==> src/rtl/gb_ifmap_fetch.sv <==
// gb_ifmap_fetch: burst reader for the ifmap global buffer with a skid FIFO feeding a valid/ready stream
// Ports: clk/reset (async active-low); start/base_addr/num_words launch a burst; busy/done status;
// gb_read_req/gb_r_addr/gb_r_data form the 1-cycle-latency GB read port; out_valid/out_data/out_last/out_ready
// form the stream toward the PE array.
module gb_ifmap_fetch #(
    parameter int DATA_BITWIDTH = 16,
    parameter int ADDR_BITWIDTH = 10,
    parameter int FIFO_DEPTH    = 4
) (
    input  logic                     clk,
    input  logic                     reset,
    input  logic                     start,
    input  logic [ADDR_BITWIDTH-1:0] base_addr,
    input  logic [ADDR_BITWIDTH:0]   num_words,
    output logic                     busy,
    output logic                     done,
    output logic                     gb_read_req,
    output logic [ADDR_BITWIDTH-1:0] gb_r_addr,
    input  logic [DATA_BITWIDTH-1:0] gb_r_data,
    output logic                     out_valid,
    output logic [DATA_BITWIDTH-1:0] out_data,
    output logic                     out_last,
    input  logic                     out_ready
);
    localparam int AW = ADDR_BITWIDTH;
    localparam int NW = ADDR_BITWIDTH + 1;
    localparam int PW = $clog2(FIFO_DEPTH);
    localparam int CW = PW + 1;
    typedef enum logic [1:0] {IDLE, FETCH, DRAIN, DONE} state_t;
    state_t            state_q, state_d;
    logic [AW-1:0]     base_q, base_d, addr_q, addr_d;
    logic [NW-1:0]     num_q, num_d, issued_q, issued_d, popped_q, popped_d;
    logic              req_q, req_d, prev_q;
    logic [PW-1:0]     wr_q, wr_d, rd_q, rd_d;
    logic [CW-1:0]     cnt_q, cnt_d;
    logic [CW:0]       occ;
    logic              push, pop, room;
    logic [DATA_BITWIDTH-1:0] mem_q [FIFO_DEPTH];
    // prev_q marks the cycle gb_r_data carries a requested word; only then is it captured
    assign push      = prev_q;
    assign pop       = out_valid & out_ready;
    // count words already queued plus both reads still in the GB pipeline, so the FIFO never overflows
    assign occ       = {1'b0, cnt_q} + (CW+1)'(prev_q) + (CW+1)'(req_q);
    assign room      = occ < (CW+1)'(FIFO_DEPTH);
    assign busy      = state_q != IDLE;
    assign done      = state_q == DONE;
    assign gb_read_req = req_q;
    assign gb_r_addr = addr_q;
    assign out_valid = cnt_q != '0;
    assign out_data  = mem_q[rd_q];
    assign out_last  = out_valid && (popped_q == num_q - NW'(1));
    always_comb begin
        state_d  = state_q;
        base_d   = base_q;
        num_d    = num_q;
        issued_d = issued_q;
        popped_d = pop ? popped_q + NW'(1) : popped_q;
        req_d    = 1'b0;
        addr_d   = addr_q;
        wr_d     = push ? wr_q + PW'(1) : wr_q;
        rd_d     = pop ? rd_q + PW'(1) : rd_q;
        cnt_d    = cnt_q + CW'(push) - CW'(pop);
        case (state_q)
            IDLE: if (start) begin
                base_d   = base_addr;
                num_d    = num_words;
                popped_d = '0;
                state_d  = (num_words == '0) ? DONE : FETCH;
                req_d    = num_words != '0;
                addr_d   = base_addr;
                issued_d = (num_words == '0) ? '0 : NW'(1);
            end
            FETCH: if (issued_q == num_q) state_d = DRAIN;
                else if (room) begin
                    req_d    = 1'b1;
                    addr_d   = base_q + issued_q[AW-1:0];
                    issued_d = issued_q + NW'(1);
                end
            DRAIN: if (pop && popped_q == num_q - NW'(1)) state_d = DONE;
            DONE: state_d = IDLE;
            default: state_d = IDLE;
        endcase
    end
    always_ff @(posedge clk or negedge reset) begin
        if (!reset) begin
            state_q  <= IDLE;
            base_q   <= '0;
            num_q    <= '0;
            issued_q <= '0;
            popped_q <= '0;
            req_q    <= 1'b0;
            prev_q   <= 1'b0;
            addr_q   <= '0;
            wr_q     <= '0;
            rd_q     <= '0;
            cnt_q    <= '0;
        end else begin
            state_q  <= state_d;
            base_q   <= base_d;
            num_q    <= num_d;
            issued_q <= issued_d;
            popped_q <= popped_d;
            req_q    <= req_d;
            prev_q   <= req_q;
            addr_q   <= addr_d;
            wr_q     <= wr_d;
            rd_q     <= rd_d;
            cnt_q    <= cnt_d;
        end
    end
    always_ff @(posedge clk) begin
        if (push) mem_q[wr_q] <= gb_r_data;
    end
endmodule
==> config.mk <==
export PLATFORM = sky130hd
export DESIGN_NAME = gb_ifmap_fetch
export DESIGN_NICKNAME = d
export VERILOG_FILES = /design/src/rtl/gb_ifmap_fetch.sv
export SDC_FILE = /design/constraint.sdc
export NUM_CORES = 1
export LEC_CHECK = 0
export CORE_MARGIN = 8
export CORE_UTILIZATION = 50
export DETAILED_ROUTE_END_ITERATION = 8
export GPL_TIMING_DRIVEN = 0
export PLACE_DENSITY_LB_ADDON = 0.2
export SETUP_SLACK_MARGIN = 0.15
export SYNTH_ARGS = -nofsm -noshare
export SYNTH_HDL_FRONTEND = slang
export SYNTH_SLANG_ARGS = --single-unit
export TNS_END_PERCENT = 100
==> constraint.sdc <==
create_clock -name clk -period 4.8 [get_ports clk]
set_input_delay 0.96 -clock clk [delete_from_list [all_inputs] [get_ports clk]]
set_output_delay 0.96 -clock clk [all_outputs]
set_load 0.02 [all_outputs]
==> metrics.txt, run 1 <==
status=finished clean; max_cap viols=0; clk buf depth=2; Avg Cell Area, Syn=12.06 µm²; Pwr per Cell Area=roughly 650 nW/µm²; CTS clock-pin slew for the worst setup and hold paths=about 60 ps; most common cell after layout, fill and taps aside=nand2_1; layout cells sized above 1=0.1066; Sink Count=128; crit-path cells=clkbuf_1 > inv_1 > ha_1 > or4b_4 > buf_6 > o2111ai_1 > o31ai_1 > a211o_1 > and4_2 > clkdlybuf4s50_1; Vias=approximately 4200; fmax=230.1 MHz; most frequent cells in the layout=74 x nand2_1, 70 x clkdlybuf4s50_1, 64 x dfrtp_1, 64 x edfxtp_1, 42 x nor2_1; area post-placement=about 7000 µm²; CTS H-Tree Depth=4; Rows=40; WS Path Type=reg2out; cts hold-fix bufs=0; Detailed Routing Iterations Pass 1=4; Worst path slowest cell=clkdlybuf4s50_1; DRC violations left=0; mapped cell area=a little over 6000 µm²; R2R cell count=11; CP required=roughly 3800 ps; Post-CTS Setup Repair Bufs=0; Worst Skew=around 11 ps; minimum clock period=roughly 4300 ps; Gate power share=0.435; Clock Tree Root=clkbuf_16; Setup TNS Final=0 ps; Resized cells post-CTS=0; Critical Path Source Type=flop; mean routed wirelength per cell=roughly 17 µm; Seq pwr share=0.339; Worst-Skew Late Latency=420 ps; max-slew violations=0; critical path fanouts, max=8; Slew HR=0.4336; remaining antenna violation count=0; library cells used by synthesis=58; fraction of registers with async set or reset after synthesis=0.5000; final hold vios=0; Pwr Total=a little under 0.005 W; critical path buffer and inverter count=4; Finished Cell Area=about 7700 µm²; core area=12060 µm²; largest net degree at the start of global routing=65; Worst EP arrival=3390 ps; register area share after synthesis=0.5664; cell family with most CP delay=buffers and inverters; switching power of the nets=between 0.0015 and 0.002 W; Total GRT Usage=0.1748; #FFs+latches synth=~130; syn_nets=between 500 and 600; gp weighted congestion=around 0.83; CP Capture Type=primary output; Mapped Cells=between 500 and 600; initial DRC count=331; Final setup viols=0; Clock power frac=0.226; Post-synth EDFFs=64; area delta synth->final=23.15%; Synth Warn #=0; Internal=0.003088 W; VDD IR max=~0.32 mV; Primary FF master, synth=edfxtp_1; # IOs=roughly 70; Via-to-Cell Ratio=roughly 5.4; switching share of power=0.3791; final WL=approximately 14000 µm; first-pass GRT wire length=21960 µm; RSZ-0062 raised after global routing=no; die area=between 15000 and 20000 µm²; CTS tree=done; Lkg Pwr=around 3.1 nW; Worst-Margin Slew=849.6 ps; vias in the first global route=4226; initial core utilization=0.5158; ANT cells=0; Num CTS Buffers=17; die extent in y=between 100 and 150 µm; CP Depth=10; Post-DP HPWL=between 9000 and 10000 µm; hold path cells=0; IO Port Bufs=71; Final nets=just under 700; GRT overflow=0; Die X=127.5 µm; initial antenna violation count=0; max incr delay on CP=between 500 and 600 ps; Hold Crit Class=reg2reg; Final Cycle Share=0.9053
[stage by stage]
| step | std cells | hold WS (ps) | utilization | setup slack [ps] |
|---|---|---|---|---|
| detailed placement | 755 | 413.0 | 0.5919 | 891.2 |
| finish | 787 | 411.3 | 0.6352 | 454.7 |
| floorplan | 516 | 452.3 | - | 1663 |
| CTS | 787 | 426.5 | 0.6352 | 429.8 |
| global placement | 755 | 429.2 | 0.5921 | 674.2 |
| global route | 787 | 432.5 | 0.6352 | 255.1 |
[worst register-to-register path, stage by stage, from the launching register on]
cell and delay, ps:
dfrtp_1 350, clkbuf_1 210, inv_1 130, ha_1 270
or4b_4 490, buf_6 150, nor4_4 130, xnor2_1 130
a211oi_2 230, nand4_1 150, a21oi_2 210, mux2i_1 200
[synthesized netlist by cell type, types with 2 or more instances]
| cell type | instances | share of area |
|---|---|---|
| buf_1 | 2 | 0.0012 |
| o221ai_1 | 2 | 0.0028 |
| nor2b_1 | 3 | 0.0030 |
| clkbuf_1 | 15 | 0.0091 |
| dfrtp_1 | 64 | 0.26 |
| nand4_1 | 11 | 0.011 |
| nor3_1 | 6 | 0.0048 |
| nor4_1 | 7 | 0.0070 |
| nand4b_1 | 2 | 0.0028 |
| nand2b_1 | 5 | 0.0050 |
| a31oi_1 | 3 | 0.0030 |
| or3_1 | 3 | 0.0030 |
| inv_1 | 21 | 0.013 |
| xor2_1 | 34 | 0.048 |
| o21ai_0 | 18 | 0.014 |
| o211ai_1 | 2 | 0.0024 |
| or3_2 | 2 | 0.0024 |
| nand3_1 | 5 | 0.0040 |
| edfxtp_1 | 64 | 0.31 |
| xnor2_1 | 18 | 0.025 |
| fa_1 | 2 | 0.0064 |
| buf_2 | 3 | 0.0024 |
| a21oi_1 | 15 | 0.012 |
| mux4_2 | 16 | 0.058 |
| and3_1 | 7 | 0.0070 |
| and2_1 | 6 | 0.0060 |
| mux2_2 | 3 | 0.0054 |
| a21boi_0 | 3 | 0.0036 |
| buf_6 | 2 | 0.0036 |
| nor2_1 | 42 | 0.025 |
| nand2_1 | 74 | 0.045 |
| ha_1 | 24 | 0.048 |
| mux2i_1 | 7 | 0.011 |
[final cells by class]
type                    instances  area, µm²
multi-input cells             343       2505
clock inverters                15      96.34
plain buffers                  24      113.9
flip-flops and latches        128       3523
fillers                       953       4400
repair buffers                 71      708.2
inverters                      21      78.83
clock buffers                  17      425.4
well taps                     168      210.2
[power groups by stage]
stage | sequential, W | combinational (W) | clock (W)
global placement | 0.00169 | 0.00211 | 0
floorplan | 0.00170 | 0.00143 | 0
finish | 0.00168 | 0.00216 | 0.00113
CTS | 0.00169 | 0.00219 | 0.00115
global route | 0.00172 | 0.00239 | 0.00119
detailed placement | 0.00170 | 0.00218 | 0
[worst paths after layout]
path                             start          end  slack [ps]
hold reg to reg            gb_read_req       prev_q         410
hold / removal             gb_read_req       prev_q         410
min in group asynchronous        reset    base_q[9]         640
max in group asynchronous        reset  popped_q[2]        3620
setup / recovery              num_q[0]     out_last         450
setup reg to reg              num_q[0]   state_q[1]        2080
[kinds of logic after synthesis]
family                     synth area share
DFF                                  0.5664
AOI/OAI and AO/OA                   0.05752
buffers and inverters               0.03097
muxes                               0.07462
and+or+nand+nor                      0.1426
xor gates and xnor gates            0.07321
adders and majority gates           0.05471
[state kept, by name, summed over array words and instances, names as in the netlist, 2 cells and up]
name	count
mem_q	64
issued_q	11
num_q	11
popped_q	11
base_q	10
gb_r_addr	10
cnt_q	3
rd_q	2
state_q	2
wr_q	2
[routing by layer]
metal  part of all wire  vias to the layer above  track usage
met1               0.44                     2071       0.2156
met5                  0                        -            0
met3              0.060                       16      0.05116
li1                   -                     2017            -
met2               0.49                      110       0.2856
met4              0.013                        0      0.06508
Power figures use the tool's default switching activity.
==> run 2: changes to the inputs <==
CORE_MARGIN = default   (was 8)
==> run 2 against run 1 <==
  * Sequential power about the same
  * Cell count did not move
  * Clock power rose by 19%
  * Maximum frequency grew 1.7%
  * Register-to-register slack improved by 20 ps
  * Critical path type unchanged
  * Die area is 21% lower
  * Largest cell class unchanged
  * Global-route usage rose by 4.8 points
  * Critical path depth did not move
==> metrics.txt, run 2 (synthesized netlist as in run 1, its figures left out) <==
vias in the first global route=~4300; final WL=around 13000 µm; cell family with most CP delay=buffers and inverters; status=finished clean; first-pass GRT wire length=roughly 22000 µm; initial antenna violation count=0; die extent in y=roughly 110 µm; Final nets=approximately 670; crit-path cells=clkbuf_1 > inv_1 > ha_1 > or4b_4 > buf_6 > nor4_4 > xnor2_1 > a211oi_2 > and4_2 > clkdlybuf4s50_1; Post-CTS Setup Repair Bufs=0; most frequent cells in the layout=74 x nand2_1, 70 x clkdlybuf4s50_1, 64 x dfrtp_1, 64 x edfxtp_1, 42 x nor2_1; Post-DP HPWL=slightly below 9000 µm; fmax=234.2 MHz; CTS tree=done; largest net degree at the start of global routing=65; highest routed layer=met4; M1 wire length=between 5000 and 6000 µm; mean routed wirelength per cell=16.37 µm; most flop-heavy register=mem_q; Sink Count=around 130; initial core utilization=0.5158; most common cell after layout, fill and taps aside=nand2_1; Worst-Margin Slew=about 840 ps; max-slew violations=0; minimum clock period=roughly 4300 ps; Vias=~4200; GRT overflow=0; Pwr per Cell Area=between 600 and 700 nW/µm²; cts hold-fix bufs=0; Die X=roughly 110 µm; Clock Tree Root=clkbuf_16; critical path fanouts, max=8; Rows=40; Detailed Routing Iterations Pass 1=4; max_cap viols=0; CP required=3840 ps; Via-to-Cell Ratio=5.370; critical path buffer and inverter count=4; Hold Crit Class=reg2reg; die area=about 13000 µm²; Total GRT Usage=0.2230; clk buf depth=2; Num CTS Buffers=17; CP Capture Type=primary output; Worst path slowest cell=clkdlybuf4s50_1; DRC violations left=0; Worst Skew=around 3.1 ps; remaining antenna violation count=0; Setup TNS Final=0 ps; Worst-Skew Late Latency=between 400 and 500 ps; core area=12060 µm²; Lkg Pwr=between 3 and 4 nW; RSZ-0062 raised after global routing=no; VDD IR max=~0.28 mV; Resized cells post-CTS=0; gp weighted congestion=about 0.84; Critical Path Source Type=flop; # IOs=72; met3 wire len=568 µm; met2 WL=~6400 µm; CTS clock-pin slew for the worst setup and hold paths=60 ps; Final setup viols=0; ANT cells=0; final core occ=0.6433; area delta synth->final=24.72%; max incr delay on CP=roughly 600 ps; number of flip-flops in the largest register=64; WS Path Type=reg2out; initial DRC count=243; final hold vios=0; Pwr Total=roughly 0.0052 W; Worst EP arrival=approximately 3300 ps; CTS H-Tree Depth=4; Final Cycle Share=0.8897; Slew HR=0.4395; IO Port Bufs=71; layout cells sized above 1=0.1066
## run 2: cell types whose count changed in the layout (fill, tap and decap cells not counted)
cell        before  now
clkinv_2         5    3
bufinv_16        0    4
inv_6            2    0
clkinv_4         1    5
clkinvlp_4       5    1
## run 2: power by group
part	total, W	leakage (nW)	internal [W]	switching (W)
Sequential	0.00169	1.39	0.00148	0.000205
Clock	0.00134	0.302	0.000865	0.000477
Combinational	0.00214	1.51	0.000953	0.00119
Total	0.00517	3.20	0.00330	0.00187
## run 2: final cells by class
type,count,area [µm²]
clock inverters,15,193.9
multi-input cells,343,2505
fillers,972,4303
inverters,21,78.83
flip-flops and latches,128,3523
well taps,168,210.2
plain buffers,24,113.9
clock buffers,17,425.4
repair buffers,71,708.2
## run 2: layer usage
layer	up-vias	track usage
li1	2021	-
met1	2069	0.2835
met4	0	0.08070
met2	114	0.3732
met3	22	0.05420
met5	-	0
## run 2: metrics by stage
step                      instances  hold slack, ps  area, µm²  setup WS (ps)
after global placement          755           421.1       7142          656.8
final                           787           431.3       7759          529.2
after global routing            787           449.3       7759          298.4
after CTS                       787           437.5       7759          478.7
after floorplan                 516           452.3       6221           1663
after detailed placement        755           422.8       7139          930.6
## run 2: path summary, 6_finish.rpt
check,startpoint,end,slack (ps),cells past startpoint
worst max-delay path,num_q[0],out_last,530,10
min in group asynchronous,reset,num_q[4],640,1
worst max register to register,num_q[0],state_q[1],2100,11
worst min register to register,gb_read_req,prev_q,430,0
worst min-delay path,gb_read_req,prev_q,430,0
max in group asynchronous,reset,prev_q,3620,1
